### src/rtl/core_run_ctrl_pkg.sv
// Shared types for the core run controller: FSM states, end-of-run cause
// encodings, default counter width and the exit arbitration helper.
package core_run_ctrl_pkg;

  localparam int CNT_W_DEF = 32;

  typedef enum logic [1:0] {
    ST_IDLE = 2'b00,
    ST_HOLD = 2'b01,
    ST_RUN  = 2'b10,
    ST_DONE = 2'b11
  } state_e;

  typedef enum logic [1:0] {
    CAUSE_NONE    = 2'b00,
    CAUSE_HALT    = 2'b01,
    CAUSE_STOP    = 2'b10,
    CAUSE_TIMEOUT = 2'b11
  } cause_e;

  // Resolve simultaneous exit reasons: halt beats stop beats timeout.
  // Only meaningful when at least one exit reason is active.
  function automatic cause_e pick_cause(input logic halt, input logic stop_req);
    if (halt) begin
      return CAUSE_HALT;
    end
    if (stop_req) begin
      return CAUSE_STOP;
    end
    return CAUSE_TIMEOUT;
  endfunction

endpackage

### src/rtl/run_ctrl_sat_counter.sv
// Saturating up-counter with synchronous clear; clear wins over increment.
// Sticks at all-ones instead of wrapping so long runs never report a small count.
module run_ctrl_sat_counter
  import core_run_ctrl_pkg::*;
#(
  parameter int CNT_W = CNT_W_DEF
) (
  input  logic             clk,
  input  logic             rst,
  input  logic             clr_i,
  input  logic             inc_i,
  output logic [CNT_W-1:0] cnt_o
);

  logic [CNT_W-1:0] cnt_q;
  logic [CNT_W-1:0] cnt_d;

  // Next count: clear, saturating increment, or hold.
  always_comb begin
    cnt_d = cnt_q;
    if (clr_i) begin
      cnt_d = '0;
    end else if (inc_i && (cnt_q != '1)) begin
      cnt_d = cnt_q + CNT_W'(1);
    end
  end

  // Count register, cleared by the asynchronous reset.
  always_ff @(posedge clk or posedge rst) begin
    if (rst) begin
      cnt_q <= '0;
    end else begin
      cnt_q <= cnt_d;
    end
  end

  assign cnt_o = cnt_q;

endmodule

### src/rtl/core_run_ctrl.sv
// Run controller for the single-cycle core: holds the core in reset for
// RST_HOLD cycles after start, runs it while counting cycles, and freezes it
// on halt, external stop or cycle budget (MAX_CYCLES, 0 = unbounded).
// Optional retired-instruction counter: define CORE_RUN_CTRL_INSTR_CNT_EN.
module core_run_ctrl
  import core_run_ctrl_pkg::*;
#(
  parameter int RST_HOLD   = 2,
  parameter int MAX_CYCLES = 0,
  parameter int CNT_W      = CNT_W_DEF
) (
  input  logic             clk,
  input  logic             rst,
  input  logic             start,
  input  logic             stop,
  input  logic             core_halt,
  output logic             core_rst_n,
  output logic             core_en,
  output logic             run,
  output logic             done,
  output logic [1:0]       cause,
  output logic [CNT_W-1:0] cycle_cnt
`ifdef CORE_RUN_CTRL_INSTR_CNT_EN
  ,
  input  logic             instr_retire,
  output logic [CNT_W-1:0] instr_cnt
`endif
);

  localparam logic [7:0]       HOLD_INIT = 8'(RST_HOLD - 1);
  // Value of cycle_cnt during the last budgeted RUN cycle.
  localparam logic [CNT_W-1:0] TMO_LAST  = CNT_W'(MAX_CYCLES - 1);

  state_e     state_q, state_d;
  logic [7:0] hold_q, hold_d;
  cause_e     cause_q, cause_d;
  logic       cnt_clr;
  logic       cnt_inc;
  logic       tmo_hit;
  logic       exit_run;

  assign tmo_hit  = (MAX_CYCLES != 0) && (cycle_cnt == TMO_LAST);
  assign exit_run = core_halt || stop || tmo_hit;

  // Next-state logic, hold countdown, cause capture and counter controls.
  always_comb begin
    state_d = state_q;
    hold_d  = hold_q;
    cause_d = cause_q;
    cnt_clr = 1'b0;
    cnt_inc = 1'b0;
    case (state_q)
      ST_IDLE, ST_DONE: begin
        if (start) begin
          state_d = ST_HOLD;
          hold_d  = HOLD_INIT;
          cause_d = CAUSE_NONE;
          cnt_clr = 1'b1;
        end
      end
      ST_HOLD: begin
        if (hold_q == 8'd0) begin
          state_d = ST_RUN;
        end else begin
          hold_d = hold_q - 8'd1;
        end
      end
      ST_RUN: begin
        // The exiting cycle is still counted, so a K-cycle run reports K.
        cnt_inc = 1'b1;
        if (exit_run) begin
          state_d = ST_DONE;
          cause_d = pick_cause(core_halt, stop);
        end
      end
      default: begin
        state_d = ST_IDLE;
      end
    endcase
  end

  // State, hold counter and cause registers.
  always_ff @(posedge clk or posedge rst) begin
    if (rst) begin
      state_q <= ST_IDLE;
      hold_q  <= 8'd0;
      cause_q <= CAUSE_NONE;
    end else begin
      state_q <= state_d;
      hold_q  <= hold_d;
      cause_q <= cause_d;
    end
  end

  // Outputs decode the state register only; no input reaches an output.
  assign core_rst_n = (state_q == ST_RUN) || (state_q == ST_DONE);
  assign core_en    = (state_q == ST_RUN);
  assign run        = (state_q == ST_RUN);
  assign done       = (state_q == ST_DONE);
  assign cause      = cause_q;

  run_ctrl_sat_counter #(
    .CNT_W (CNT_W)
  ) u_cycle_cnt (
    .clk   (clk),
    .rst   (rst),
    .clr_i (cnt_clr),
    .inc_i (cnt_inc),
    .cnt_o (cycle_cnt)
  );

`ifdef CORE_RUN_CTRL_INSTR_CNT_EN
  run_ctrl_sat_counter #(
    .CNT_W (CNT_W)
  ) u_instr_cnt (
    .clk   (clk),
    .rst   (rst),
    .clr_i (cnt_clr),
    .inc_i (cnt_inc && instr_retire),
    .cnt_o (instr_cnt)
  );
`endif

endmodule

### config.mk
export PLATFORM = sky130hd
export DESIGN_NAME = core_run_ctrl
export DESIGN_NICKNAME = d
export VERILOG_FILES = /design/src/rtl/core_run_ctrl_pkg.sv /design/src/rtl/run_ctrl_sat_counter.sv /design/src/rtl/core_run_ctrl.sv
export SDC_FILE = /design/constraint.sdc
export NUM_CORES = 1
export LEC_CHECK = 0
export ABC_AREA = 1
export BUFFER_PORTS_ARGS = -buffer_cell sky130_fd_sc_hd__buf_2
export CORE_ASPECT_RATIO = 0.9
export CORE_MARGIN = 4
export CORE_UTILIZATION = 45
export DETAILED_ROUTE_END_ITERATION = 8
export PLACE_DENSITY_LB_ADDON = 0.05
export SLEW_MARGIN = 25
export SYNTH_ARGS = -nofsm -noshare
export SYNTH_HDL_FRONTEND = slang
export SYNTH_SLANG_ARGS = --single-unit
### constraint.sdc
create_clock -name clk -period 2.15 [get_ports clk]
set_input_delay 0.645 -clock clk [delete_from_list [all_inputs] [get_ports clk]]
set_output_delay 0.645 -clock clk [all_outputs]
set_load 0.05 [all_outputs]
==> flow_summary.ini <==
[global_routing]
gr-total-overflow = 0
grt_max_degree = 45
grt_first_pass_wirelength_um = 13220
globalRouteTotalUtil_pct = 20.51
grt_pass1_vias = 2705
antenna_found_initial = 0

[run]
drv_cap = 0

[synth]
yosysMostFrequentCell = nand2_1
synth_edf_count = 0
netlist_area_um2 = 2983
syn_avg_cell_area_um2 = 6.779
synth_warnings = 0
postSynthCellCount = 440
synth_cell_types = 26
synthArstFlopShare_pct = 100.0
syn_nets = 452
dominantRegCellSynth = dfrtp_1
ys_top_cells_by_count = nand2_1, nand3_1, nor2_1
synth_area_leaders = dfrtp_1, nand2_1, nand3_1, nor2_1, inv_1
synth_seq_area_share_pct = 36.91
synth_top_area_share_pct = 36.91
synth_area_leader_cell = dfrtp_1
yosys_register_bits = 44

[timing]
relSlewSlack_pct = 69.38
rsz0062_at_grt = no
whs_ns = 0.3457
finalSetupViolCount = 0
period_share_pct = 96.95
final_max_slew_viol_count = 0
finalHoldViolCount = 0
worst-slew-pin-transition_ns = 0.4581
skew_ns = 0.01350
fin_setup_tns_ns = 0
min_period_ns = 2.084
fmax_mhz = 479.7

[place]
gp_congestion = 0.8723
dpl.hpwl_um = 5808
io_buffers = 42

[routing]
wl_per_cell_um = 13.26
wl_um = 7665
drt_iter0_drc = 197
firstDrtPassIters = 5
viasPerCell = 5.092
drc = 0
postRouteAntennaNets = 0
num_vias = 2943

[min_path]
hp-class = input pin to asynchronous set/reset pin

[pwr]
power.density_nw_per_um2 = 1040
p_int_mw = 1.866
p_leak_nw = 1.702
netSwitchingFraction_pct = 48.49
p_clk_share_pct = 18.5
switchingPower_mw = 1.757
ir_worst_vdd_mv = 1.226
sequentialPowerShare_pct = 30.7
report.power.total_mw = 3.623
combPwrFrac_pct = 50.8

[cts]
clock_tree.buffer_depth = 2
clk_pin_slew_ns = 0.09
clk_latency_ns = 0.30
root_buffer = clkbuf_8
h-tree-depth = 2
cts_sinks = 44
cts_made_buffers = 5
ctsHoldBuffers = 0
cts_tree = yes

[setup_path]
r2r_cells = 10
crit_path_end_kind = primary output
startpoint = state_q[1]
crit_type = flop to primary output
critical_path.max_fanout = 9
r2r-end = u_cycle_cnt.cnt_o[29]
cp.arrival_ns = 1.44
critPathRequiredTime_ns = 1.50
rr_startpoint = u_cycle_cnt.cnt_o[0]
cp-start-kind = flop
crit_end = core_rst_n
r2r_slack_ns = 0.28

[status]
status = finished clean

[layout]
final_layout_size_suffix_gt1_share_pct = 16.09
antenna_cells = 0
fin_nets = 502
final.fill_count = 634
area_growth_syn_to_layout_pct = 16.78

[floorplanning]
die_area_um2 = 7997
die-height_um = 85.24
die_w_um = 93.82
core_um2 = 6284
initial_core_util_pct = 47.47
row_count = 27
io_pins = 43
-- how the worst min path moves through the flow --
stage | startpoint | endpoint | slack (ns) | cells past startpoint
6_report | rst | u_cycle_cnt.cnt_o[22] | 0.35 | 3
5_1_grt | rst | u_cycle_cnt.cnt_o[20] | 0.38 | 3
4_1_cts | rst | u_cycle_cnt.cnt_o[20] | 0.37 | 3
3_5_place_dp | cause[0] | cause[0] | 0.46 | 2
3_3_place_gp | cause[0] | cause[0] | 0.46 | 2
2_1_floorplan | hold_q[1] | hold_q[1] | 0.45 | 2
-- through the flow --
step / instances / area [µm²] / utilization [%] / setup slack (ns)
after floorplan: 440 / 2985 / - / 0.1470
after global placement: 569 / 3333 / 53.05 / 0.2802
after detailed placement: 569 / 3333 / 53.05 / 0.2296
after CTS: 578 / 3467 / 55.18 / 0.01649
after global routing: 578 / 3483 / 55.44 / 0.009828
final: 578 / 3483 / 55.44 / 0.06556
-- placed cells by master (no fill, tap or decap), drive strengths merged --
master / Yosys / routed
a21oi: 1 / 1
nor3: 1 / 1
o31ai: 1 / 1
nand2: 169 / 169
o21ai: 31 / 31
dfrtp: 44 / 44
buf: 6 / 54
nand3: 55 / 55
clkbuf: 5 / 5
inv: 33 / 33
o21bai: 3 / 3
xor2: 8 / 8
clkinv: 0 / 2
nor2: 59 / 59
bufinv: 0 / 1
nand4: 3 / 3
or2: 2 / 2
xnor2: 2 / 2
nand3b: 10 / 10
ha: 7 / 7
-- logic make-up after synthesis --
logic type / synth area share, %
compound gates: 6.376
flops: 36.91
simple gates: 44.04
fa+ha+maj: 2.936
buf+inv: 6.795
xor+xnor: 2.936
-- metal layers --
metal | vias up | wire length [µm] | global-route usage (%)
li1 | 1506 | - | -
met1 | 1344 | 3653 | 29.67
met2 | 82 | 3435 | 31.79
met3 | 11 | 462 | 3.546
met4 | 0 | 113 | 5.118
met5 | - | 0 | 0
-- what timing repair did --
item | 4_1_cts | 5_1_grt
hold endpoints to repair | 0 | 0
pin swaps | 0 | 0
gates resized for setup | 1 | 6
buffers inserted | 1 | 0
setup endpoints to repair | 1 | 7
gates cloned | 0 | 0
-- power by group through the flow --
stage	Combinational (mW)	Clock, mW	Sequential [mW]
after CTS	1.81	0.686	1.11
after floorplan	1.16	0	1.33
after global placement	1.74	0	1.12
after detailed placement	1.76	0	1.12
after global routing	2.05	0.724	1.14
final	1.84	0.671	1.11
-- final cells by class --
type	instances	area (µm²)	share of cell area [%]
Clock buffer	5	68.82	1.976
Clock inverter	3	47.55	1.365
Inverter	33	123.9	3.556
Multi-Input combinational cell	352	1700	48.81
Sequential cell	44	1102	31.65
Tap cell	87	108.9	3.125
Timing Repair Buffer	54	331.6	9.519
-- critical path, cell delays in order, from the launching register on --
cell and delay [ns]:
dfrtp_2 0.45, ha_4 0.22, or2_2 0.31, buf_6 0.16
-- sequential cells by signal, indices dropped and copies added (netlist names) --
signal / flops
cause: 2
hold_q: 8
state_q: 2
u_cycle_cnt.cnt_o: 32
Power figures use the tool's default switching activity.
